`src/rtl/aurora_ll_tx_arbiter.sv`:
```
// aurora_ll_tx_arbiter
// Round-robin, frame-locked arbiter sharing one Aurora LocalLink TX port
// among NUM_REQ requesters, plus a free-running clock-compensation scheduler.
module aurora_ll_tx_arbiter #(
    parameter int NUM_REQ   = 4,
    parameter int CC_PERIOD = 5000,
    parameter int WARN_LEN  = 12,
    parameter int DO_LEN    = 6
) (
    input  logic                   USER_CLK,
    input  logic                   RESET,
    input  logic                   CHANNEL_UP,
    input  logic [16*NUM_REQ-1:0]  REQ_D,
    input  logic [NUM_REQ-1:0]     REQ_REM,
    input  logic [NUM_REQ-1:0]     REQ_SRC_RDY_N,
    input  logic [NUM_REQ-1:0]     REQ_SOF_N,
    input  logic [NUM_REQ-1:0]     REQ_EOF_N,
    output logic [NUM_REQ-1:0]     REQ_DST_RDY_N,
    output logic [15:0]            TX_D,
    output logic                   TX_REM,
    output logic                   TX_SRC_RDY_N,
    output logic                   TX_SOF_N,
    output logic                   TX_EOF_N,
    input  logic                   TX_DST_RDY_N,
    output logic                   WARN_CC,
    output logic                   DO_CC,
    output logic [NUM_REQ-1:0]     GRANT,
    output logic                   BUSY
);

    localparam int IDX_W = (NUM_REQ > 1) ? $clog2(NUM_REQ) : 1;
    localparam int CNT_W = (CC_PERIOD > 1) ? $clog2(CC_PERIOD) : 1;

    localparam logic [IDX_W-1:0] LAST_IDX  = IDX_W'(NUM_REQ - 1);
    localparam logic [IDX_W:0]   NUM_REQ_W = (IDX_W + 1)'(NUM_REQ);
    localparam logic [CNT_W-1:0] CNT_LAST  = CNT_W'(CC_PERIOD - 1);
    localparam logic [CNT_W-1:0] WARN_LO   = CNT_W'(CC_PERIOD - WARN_LEN - DO_LEN);
    localparam logic [CNT_W-1:0] WARN_HI   = CNT_W'(CC_PERIOD - DO_LEN - 1);
    localparam logic [CNT_W-1:0] DO_LO     = CNT_W'(CC_PERIOD - DO_LEN);

    typedef enum logic {
        ST_IDLE,
        ST_LOCKED
    } state_t;

    state_t             state_reg, state_next;
    logic [IDX_W-1:0]   owner_reg, owner_next;
    logic [IDX_W-1:0]   ptr_reg, ptr_next;
    logic [NUM_REQ-1:0] grant_reg, grant_next;
    logic [CNT_W-1:0]   cc_cnt_reg, cc_cnt_next;
    logic               warn_reg, do_reg;

    logic [15:0]        req_d_arr [NUM_REQ];
    logic [NUM_REQ-1:0] eligible;
    logic [IDX_W-1:0]   pick, cand;
    logic [IDX_W:0]     sum;
    logic               pick_valid;
    logic               locked;
    logic               beat_xfer;

    assign locked = (state_reg == ST_LOCKED);

    // Per-requester unpacking, eligibility and ready steering
    generate
        for (genvar gi = 0; gi < NUM_REQ; gi++) begin : g_req
            assign req_d_arr[gi]     = REQ_D[16*gi +: 16];
            assign eligible[gi]      = CHANNEL_UP & ~REQ_SRC_RDY_N[gi] & ~REQ_SOF_N[gi];
            assign REQ_DST_RDY_N[gi] = (locked && owner_reg == IDX_W'(gi)) ? TX_DST_RDY_N : 1'b1;
        end
    endgenerate

    // Round-robin search: first eligible index at or after ptr, wrapping.
    // Scanning offsets from high to low lets the smallest offset win.
    always_comb begin
        pick       = ptr_reg;
        pick_valid = 1'b0;
        sum        = '0;
        cand       = '0;
        for (int k = NUM_REQ - 1; k >= 0; k--) begin
            sum  = {1'b0, ptr_reg} + (IDX_W + 1)'(k);
            cand = (sum >= NUM_REQ_W) ? IDX_W'(sum - NUM_REQ_W) : IDX_W'(sum);
            if (eligible[cand]) begin
                pick       = cand;
                pick_valid = 1'b1;
            end
        end
    end

    // Combinational datapath mux from the owner to the core; idle drives defaults
    always_comb begin
        TX_D         = '0;
        TX_REM       = 1'b0;
        TX_SRC_RDY_N = 1'b1;
        TX_SOF_N     = 1'b1;
        TX_EOF_N     = 1'b1;
        if (locked) begin
            TX_D         = req_d_arr[owner_reg];
            TX_REM       = REQ_REM[owner_reg];
            // A dead channel must never see a valid beat, even mid-frame
            TX_SRC_RDY_N = ~CHANNEL_UP | REQ_SRC_RDY_N[owner_reg];
            TX_SOF_N     = REQ_SOF_N[owner_reg];
            TX_EOF_N     = REQ_EOF_N[owner_reg];
        end
    end

    assign beat_xfer = ~TX_SRC_RDY_N & ~TX_DST_RDY_N;

    // Next-state logic: lock on SOF, release on EOF transfer or channel loss
    always_comb begin
        state_next = state_reg;
        owner_next = owner_reg;
        ptr_next   = ptr_reg;
        grant_next = grant_reg;
        case (state_reg)
            ST_IDLE: begin
                if (pick_valid) begin
                    state_next = ST_LOCKED;
                    owner_next = pick;
                    grant_next = {{(NUM_REQ-1){1'b0}}, 1'b1} << pick;
                end
            end
            ST_LOCKED: begin
                if (!CHANNEL_UP) begin
                    // Abandon the frame; ptr stays so the same owner keeps priority
                    state_next = ST_IDLE;
                    grant_next = '0;
                end else if (beat_xfer && !TX_EOF_N) begin
                    state_next = ST_IDLE;
                    grant_next = '0;
                    ptr_next   = (owner_reg == LAST_IDX) ? '0 : owner_reg + IDX_W'(1);
                end
            end
            default: begin
                state_next = ST_IDLE;
                grant_next = '0;
            end
        endcase
    end

    // Arbiter state registers
    always_ff @(posedge USER_CLK) begin
        if (RESET) begin
            state_reg <= ST_IDLE;
            owner_reg <= '0;
            ptr_reg   <= '0;
            grant_reg <= '0;
        end else begin
            state_reg <= state_next;
            owner_reg <= owner_next;
            ptr_reg   <= ptr_next;
            grant_reg <= grant_next;
        end
    end

    assign cc_cnt_next = (cc_cnt_reg == CNT_LAST) ? '0 : cc_cnt_reg + CNT_W'(1);

    // Clock-compensation counter; flags decoded from the next count so they
    // line up with the registered count value
    always_ff @(posedge USER_CLK) begin
        if (RESET) begin
            cc_cnt_reg <= '0;
            warn_reg   <= 1'b0;
            do_reg     <= 1'b0;
        end else begin
            cc_cnt_reg <= cc_cnt_next;
            warn_reg   <= (cc_cnt_next >= WARN_LO) && (cc_cnt_next <= WARN_HI);
            do_reg     <= (cc_cnt_next >= DO_LO);
        end
    end

    assign GRANT   = grant_reg;
    assign BUSY    = locked;
    assign WARN_CC = warn_reg;
    assign DO_CC   = do_reg;

endmodule

```
`config.mk`:
```
export PLATFORM = sky130hd
export DESIGN_NAME = aurora_ll_tx_arbiter
export DESIGN_NICKNAME = d
export VERILOG_FILES = /design/src/rtl/aurora_ll_tx_arbiter.sv
export SDC_FILE = /design/constraint.sdc
export NUM_CORES = 1
export LEC_CHECK = 0
export CAP_MARGIN = 10
export CORE_MARGIN = 4
export CORE_UTILIZATION = 50
export DETAILED_ROUTE_END_ITERATION = 10
export DONT_BUFFER_PORTS = 1
export SYNTH_ARGS = -nofsm -noshare
export SYNTH_HDL_FRONTEND = slang
export SYNTH_SLANG_ARGS = --single-unit
```
`constraint.sdc`:
```
create_clock -name USER_CLK -period 3.1 [get_ports USER_CLK]
set_clock_uncertainty 0.2 [all_clocks]
set_input_delay 0.775 -clock USER_CLK [delete_from_list [all_inputs] [get_ports USER_CLK]]
set_output_delay 0.775 -clock USER_CLK [all_outputs]
set_load 0.02 [all_outputs]
```
# --- After elaboration in Yosys (flattened, before gate mapping) ---
# Index checks and enable logic that the tools add are counted.
word_totals:
  latch_bits: 0
  in_bits: 84
  mem_count: 0
  romBits: 0
  wordCells: 120
  regBits: 24
  mem_bits_rw: 0
  out_inout_bits: 31
classes:
  reduce_logical: 11
  order_cmp: 13
  shift: 1
  div_mod_pow: 0
  muxes: 50
  n_eq_ne: 6
  add_sub_neg: 9
  mul: 0
  n_bitwise: 23
op_table:
  columns: ["cell", "n"]
  rows:
  - ["2-to-1 mux 16 bit", 3]
  - ["binary-select mux 16 bit (select 2 bit)", 1]
  - [">= comparator 13 bit, second input constant", 2]
  - ["2-to-1 mux 1 bit", 23]
  - ["2-to-1 mux 2 bit", 9]
  - ["binary-select mux 1 bit (select 2 bit)", 8]
  - ["less-than comparator 2 x 3 -> 1 bit, second input constant", 5]
  - ["adder 13 x 1 -> 13 bit, second input constant", 1]
  - ["equality test 13 bit, second input constant", 1]
  - ["<= comparator 13 bit, second input constant", 1]
  - ["2-to-1 mux 13 bit", 1]
  - [">= comparator 3 bit, second input constant", 4]
  - ["2-to-1 mux 4 bit", 3]
  - ["inverter 1 bit", 12]
  - ["AND 1 bit", 9]
  - ["case mux 4 bit (2 select lines)", 1]
  - ["subtractor 2 x 1 -> 2 bit, second input constant", 4]
  - ["adder 2 x 2 -> 3 bit, second input constant", 2]
  - ["logical AND 1 bit", 6]
  - ["equality test 2 bit, second input constant", 2]
  - ["AND reduction 2 bit", 2]
  - ["<< shifter 1 x 2 -> 4 bit, first input constant", 1]
  - ["adder 2 x 1 -> 3 bit, second input constant", 1]
  - [">= comparator 2 x 3 -> 1 bit, second input constant", 1]
  - ["other kinds (10)", 10]

# --- Depth between registers and ports, before layout ---
# Gate-level depths: netlist (run 1).
logic_depth:
  depth_word: 12
  mapped_depth: 8
  depth_no_buf: 7

# --- Worst setup path before layout (run 1) ---
# Ideal clock, no wire load.
synth_timing:
  kind: "flip-flop to output port"
  start: "register owner_reg[0]"
  end: "output port TX_D[10]"
  stages_incl_launch_ff: 5
  path_buffers: 2
  slack_ns: 0.346
  required_ns: 2.125
  arrival_time_ns: 1.779
  path_cell_list: "dfxtp_1 clkbuf_1 buf_1 mux4_2 and2_1"
synth_via:
  elab_chain_len: 5
synth_rtl:
  columns: ["item", "line", "text"]
  rows:
  - ["start: declaration", "47", "logic [IDX_W-1:0] owner_reg, owner_next;"]
  - ["start signal: assignment", "149", "owner_reg <= owner_next;"]
  - ["inverter 2 -> 3 bit (implied by the code)", "97", "TX_D = req_d_arr[owner_reg];"]
  - ["binary-select mux 16 bit (select 2 bit)", "97", null]
  - ["2-to-1 mux 16 bit (implied by the code) (2 in series)", "97", null]
  - ["2-to-1 mux 16 bit", "96", "if (locked) begin"]
  - ["end: declaration", "19", "output logic [15:0] TX_D,"]
# Every way passes these cells. The select of a mux whose other input is x is not followed.

# --- Final worst setup path (run 1) ---
layout_timing:
  start: "register owner_reg[0]"
  end: "output port TX_EOF_N"
layout_via:
  elab_chain_len: 3
layout_rtl:
  columns: ["item", "line", "text"]
  rows:
  - ["binary-select mux 1 bit (select 2 bit)", "102", "TX_EOF_N = REQ_EOF_N[owner_reg];"]
  - ["2-to-1 mux 1 bit (implied by the code)", "102", null]
  - ["2-to-1 mux 1 bit", "96", null]
  - ["end: declaration", "23", "output logic TX_EOF_N,"]
# Every way passes these cells. The select of a mux whose other input is x is not followed.

==> results of run 1 <==
[layout by cell type (no fill, tap or decap), types with 5 or more instances in the layout]
cell,n
nor3_1,7
xor2_1,6
ha_1,7
inv_1,7
nand2_1,16
xnor2_1,5
nor2_1,23
nand3_1,5
and2_1,19
mux4_2,20
o21ai_0,5
dfxtp_1,24
[power by group through the flow]
stage          combinational [µW]  clock (µW)  sequential (µW)
2_1_floorplan                 113           0              332
3_3_place_gp                  120           0              339
3_5_place_dp                  122           0              339
4_1_cts                       122         186              332
5_1_grt                       133         200              334
6_report                      121         177              332
[area by class of cell]
class | count | area, µm² | area share (%)
well taps | 50 | 62.6 | 2.84
inverters | 7 | 26.3 | 1.19
repair buffers | 3 | 22.5 | 1.02
flip-flops and latches | 24 | 480 | 21.8
clock buffers | 3 | 41.3 | 1.87
multi-input cells | 187 | 1570 | 71.3
[metrics by stage]
step                      instances  setup WS (ns)  hold slack [ns]
after floorplan                 235          0.346            0.274
after global placement          271          0.510            0.303
after detailed placement        271          0.510            0.315
after CTS                       274          0.322            0.339
after global routing            274          0.248            0.350
final                           274          0.348            0.333
[kinds of logic (layout without fill, tap and decap cells)]
| group | Yosys count | after routing | synth area share (%) |
|---|---|---|---|
| AND/OR/NAND/NOR | 107 | 107 | 28.1 |
| AO/OA/AOI/OAI | 38 | 38 | 13.3 |
| multiplexers | 24 | 24 | 22.7 |
| flip-flops | 24 | 24 | 22.2 |
| buffers and inverters | 24 | 13 | 5.15 |
| XOR/XNOR | 11 | 11 | 4.46 |
| adder cells (fa/ha/maj) | 7 | 7 | 4.05 |
[synthesized netlist by cell type, drive strengths merged (2+ instances only)]
cell,n,share of area (%)
a211oi,2,0.93
a21oi,4,0.93
a22o,2,0.81
a31oi,2,0.58
and2,19,5.5
and3,4,1.2
buf,9,2.5
clkbuf,8,1.4
dfxtp,24,22
ha,7,4.1
inv,7,1.2
mux2i,4,1.9
mux4,20,21
nand2,16,2.8
nand2b,3,0.87
nand3,5,1.2
nand3b,4,1.4
nand4,4,1.2
nor2,23,4.0
nor2b,2,0.58
nor3,8,2.1
nor3b,2,0.69
nor4,5,2.1
nor4b,2,0.81
o21ai,6,1.4
o22ai,3,0.87
o2bb2ai,2,0.81
o31ai,2,0.69
o32a,2,0.93
o32ai,2,0.81
o41ai,2,0.81
or2,4,1.2
or4,3,1.4
xnor2,5,2.0
xor2,6,2.4
[critical path, cell delays in order, from the launching register on]
cell and delay [ns]:
dfxtp_1 0.31, buf_4 0.36, mux4_2 0.58, nand2b_1 0.26
[layer usage]
layer	global-route usage, %	vias up
met3	3.15	3
li1	-	865
met2	35.4	82
met5	0	-
met4	2.01	0
met1	23.3	863
[path summary, 6_finish.rpt]
check,start,to,slack (ns)
max,owner_reg[0]$_SDFFE_PP0P_,TX_EOF_N,0.35
min,cc_cnt_reg[0]$_SDFF_PP0_,cc_cnt_reg[0]$_SDFF_PP0_,0.33
min reg2reg,cc_cnt_reg[0]$_SDFF_PP0_,cc_cnt_reg[0]$_SDFF_PP0_,0.33
max reg2reg,cc_cnt_reg[5]$_SDFF_PP0_,DO_CC$_SDFF_PP0_,0.66
==> summary.txt, run 1 <==
Die W - 73.8 µm
Layout Utilization - 53.9%
Post-synthesis sequential area ratio - 22.2%
Final setup viols - 0
Syn_area_per_cell - 9.20 µm²
Antenna viol nets, final - 0
Max-Cap Viols - 0
Worst-Skew Late Latency - 0.26 ns
Clock power share - 28.1%
Sequential Power Share - 52.7%
Largest net degree at the start of global routing - 27
RePlAce Congestion - 0.841
Placed Area - 2160 µm²
Tcrit/Tclk final - 88.8%
Final min period - 2.75 ns
Die ar. - 5440 µm²
ANT cells - 0
Mapped cell area - 2160 µm²
Synth unique cells - 56
Vias in the first global route - 1805
CTS tree - done
Cts hold-fix bufs - 0
Worst reg-to-reg path cell count - 5
RSZ-0062 raised after global routing - false
Slew Viols, Final - 0
Tot Pwr - 630 µW
Met3 WL - 466 µm
Root buffer cell - clkbuf_8
GRT Overall Usage - 19.0%
Yosys warning count - 0
Gr ovfl total - 0
Clock slew seen by the registers of the worst setup and hold paths - 0.08 ns
Total CTS buffers - 3
Chip height - 73.8 µm
DR WL met2 - 2710 µm
Max Freq - 0.363 GHz
Static leakage - 0.000717 µW
Nets - 317
Combinational Power Share - 19.2%
Row Count - 23
Pint - 460 µW
CP Capture Type - output pin
Fillers - 391
Worst Max-Slew Pin Slew - 0.838 ns
I/O Buffers - 0
Clk sinks - 24
Layout cells sized above 1 - 16.1%
Main synth FF type - dfxtp_1
First-pass DRT Iterations - 4
Design area - 2200 µm²
Mapped Cells - 235
First-pass GRT wire length - 8330 µm
Hold Vio Cnt, Final - 0
Dpl hpwl - 4350 µm
DR WL/cell - 19.4 µm
Initial core utilization - 52.9%
Post-synthesis register bit count - 24
Outcome - complete, no violations
Clk buf depth - 2
Async set-reset flop share out of synthesis - 0%
Crit path required time - 2.12 ns
DR top layer - met4
Initial antenna violation count - 0
Mapped Nets - 326
Via count - 1813
Top Ports - 115
Switching Share - 27.0%
Drc violations - 0
Worst min-delay path category - flop to flop
Crit-path max FO - 25
Count of flip-flops with a built-in enable after synthesis - 0
Peak supply drop - 0.296 mV
Max transition margin - 44.1%
P per Cell Area - 286 nW/µm²
Area growth syn-to-layout - 1.91%
Core area - 4090 µm²
Met1 wire length - 2140 µm
Crit path launch type - flop
Avg Vias per Cell - 6.62
Total Negative Setup Slacks - 0 ns
Largest register FFs - 13
Post-CTS setup buffer count - 0
Resized cells post-CTS - 0
Routed WL - 5330 µm
Critical path arrival - 1.78 ns
WS Path Type - flop to output pin
H-Tree Depth - 1
Net Sw Power - 170 µW
Initial DRC Count - 95
Hold Path Stages - 1
Note: power is estimated with default switching activity, not from simulation.
==> run 2, diff against run 1 <==
--- a/config.mk
+++ b/config.mk
@@ -7,9 +7,10 @@
 export LEC_CHECK = 0
 export CAP_MARGIN = 10
 export CORE_MARGIN = 4
-export CORE_UTILIZATION = 50
+export CORE_UTILIZATION = 55
 export DETAILED_ROUTE_END_ITERATION = 10
 export DONT_BUFFER_PORTS = 1
+export PLACE_DENSITY = 0.69
 export SYNTH_ARGS = -nofsm -noshare
 export SYNTH_HDL_FRONTEND = slang
 export SYNTH_SLANG_ARGS = --single-unit
==> run 2 against run 1 <==
- count of clock-buffer cells in the layout unchanged
- cell count unchanged
- global-route usage up 3.7 points
- combinational power up 6%
- non-clock buffer count up 1
- design area up 1.6%
- sequential share of layout area down 0.34 points
- setup slack worse by 0.012 ns
- hold slack better by 0.0023 ns
- register-to-register slack worse by 0.04 ns
- largest power group unchanged
==> summary.txt, run 2 (synthesized netlist as in run 1, its figures left out) <==
Outcome - complete, no violations
Initial DRC Count - 131 (+38%)
Clock power share - 37.3% (+9.2 points)
Final min period - 2.76 ns (+0.0120 ns)
Worst min-delay path category - flop to flop
Worst Max-Slew Pin Slew - 0.614 ns (-0.224 ns)
Slew Viols, Final - 0 (unchanged)
Commonest non-fill, non-tap cell in the layout - dfxtp_1
P per Cell Area - 326 nW/µm² (+14%)
Die ar. - 5000 µm² (-8.1%)
Via count - 1867 (+3.0%)
Row Count - 22 (-4.3%)
Pint - 547 µW (+19%)
RSZ-0062 raised after global routing - false
Avg Vias per Cell - 6.81 (+3.0%)
Core area - 3740 µm² (-8.4%)
Routed WL - 5920 µm (+11%)
Largest net degree at the start of global routing - 26 (-3.7%)
Largest register FFs - 13 (unchanged)
Final setup viols - 0 (unchanged)
Root buffer cell - clkbuf_8
Max-Cap Viols - 0 (unchanged)
Commonest cells after routing, fill and taps aside - dfxtp_1, nor2_1, mux4_2, and2_1, nand2_1
DP Cell Count - 270 (-0.37%)
Clk buf depth - 2 (unchanged)
Peak supply drop - 0.294 mV (-0.56%)
Fin cells - 274 (unchanged)
Static leakage - 0.000736 µW (+2.7%)
Vias in the first global route - 1817 (+0.66%)
Initial antenna violation count - 0 (unchanged)
Tcrit/Tclk final - 89.2% (+0.39 points)
Crit path required time - 2.12 ns (about the same)
Post-CTS setup buffer count - 0 (unchanged)
Drc violations - 0 (unchanged)
Total Negative Setup Slacks - 0 ns (unchanged)
Total CTS buffers - 3 (unchanged)
Max transition margin - 58.7% (+15 points)
Gr ovfl total - 0 (unchanged)
Switching Share - 25.0% (-2.0 points)
Antenna viol nets, final - 0 (unchanged)
WS Path Type - flop to output pin
Worst-Skew Late Latency - 0.26 ns (about the same)
Top Ports - 115 (unchanged)
Max Freq - 0.362 GHz (-0.44%)
Resized cells post-CTS - 0 (unchanged)
Net Sw Power - 182 µW (+7.0%)
Clock slew seen by the registers of the worst setup and hold paths - 0.09 ns (about the same)
DR WL/cell - 21.6 µm (+11%)
Chip height - 70.7 µm (-4.1%)
Initial core utilization - 57.8% (+4.8 points)
Placed Area - 2170 µm² (+0.23%)
Layout Utilization - 59.8% (+5.9 points)
Cts hold-fix bufs - 0 (unchanged)
ANT cells - 0 (unchanged)
CTS tree - done
Sequential Power Share - 45.1% (-7.6 points)
GRT Overall Usage - 22.7% (+3.7 points)
Fillers - 349 (-11%)
First-pass DRT Iterations - 4 (unchanged)
First-pass GRT wire length - 9420 µm (+13%)
Critical path arrival - 1.79 ns (about the same)
Nets - 318 (+0.32%)
Crit-path max FO - 25 (unchanged)
Combinational Power Share - 17.6% (-1.6 points)
Design area - 2240 µm² (+1.6%)
CP Capture Type - output pin
Hold Vio Cnt, Final - 0 (unchanged)
RePlAce Congestion - 0.882 (+4.9%)
H-Tree Depth - 1 (unchanged)
Clk sinks - 24 (unchanged)
I/O Buffers - 0 (unchanged)
Dpl hpwl - 4770 µm (+9.7%)
Layout cells sized above 1 - 16.8% (+0.74 points)
Crit path launch type - flop
Area growth syn-to-layout - 3.53%
Die W - 70.7 µm (-4.1%)
run 2: power by group through the flow:
stage	registers (µW)	clock network, µW	logic, µW
CTS	329	277	128
finish	329	272	128
global placement	336	0	125
floorplan	332	0	113
global route	330	292	140
detailed placement	336	0	128
run 2: worst paths after layout:
kind / end / start / cells after the start / slack (ns)
worst min-delay path: cc_cnt_reg[0]$_SDFF_PP0_ / cc_cnt_reg[0]$_SDFF_PP0_ / 1 / 0.34
worst max-delay path: TX_EOF_N / owner_reg[0]$_SDFFE_PP0P_ / 3 / 0.34
worst max register to register: DO_CC$_SDFF_PP0_ / cc_cnt_reg[5]$_SDFF_PP0_ / 5 / 0.62
worst min register to register: cc_cnt_reg[0]$_SDFF_PP0_ / cc_cnt_reg[0]$_SDFF_PP0_ / 1 / 0.34
run 2: area by class of cell:
type                       instances  area [µm²]  area share, %
clock inverter                     1        30.0           1.34
inverter                           7        26.3           1.17
sequential                        24         480           21.5
timing repair buffer               4        30.0           1.34
tap                               48        60.1           2.68
clock buffer                       3        41.3           1.84
multi-input combinational        187        1570           70.2
run 2: per-stage QoR:
step	total power, µW	hold WS [ns]	setup WS, ns
final	729	0.335	0.336
after global routing	762	0.356	0.226
after CTS	733	0.335	0.316
after detailed placement	463	0.314	0.484
after global placement	461	0.297	0.511
after floorplan	444	0.274	0.346
run 2: per-layer routing:
metal / part of all wire (%) / global-route usage, % / up-vias
li1: - / - / 865
met1: 38 / 29.4 / 898
met2: 50 / 37.8 / 96
met3: 10 / 6.25 / 8
met4: 1.3 / 4.80 / 0
met5: 0 / 0 / -
run 2: critical path, stage by stage, from the launching register on:
cell and delay (ns):
dfxtp_1 0.32, buf_4 0.36, mux4_2 0.58, nand2b_1 0.26
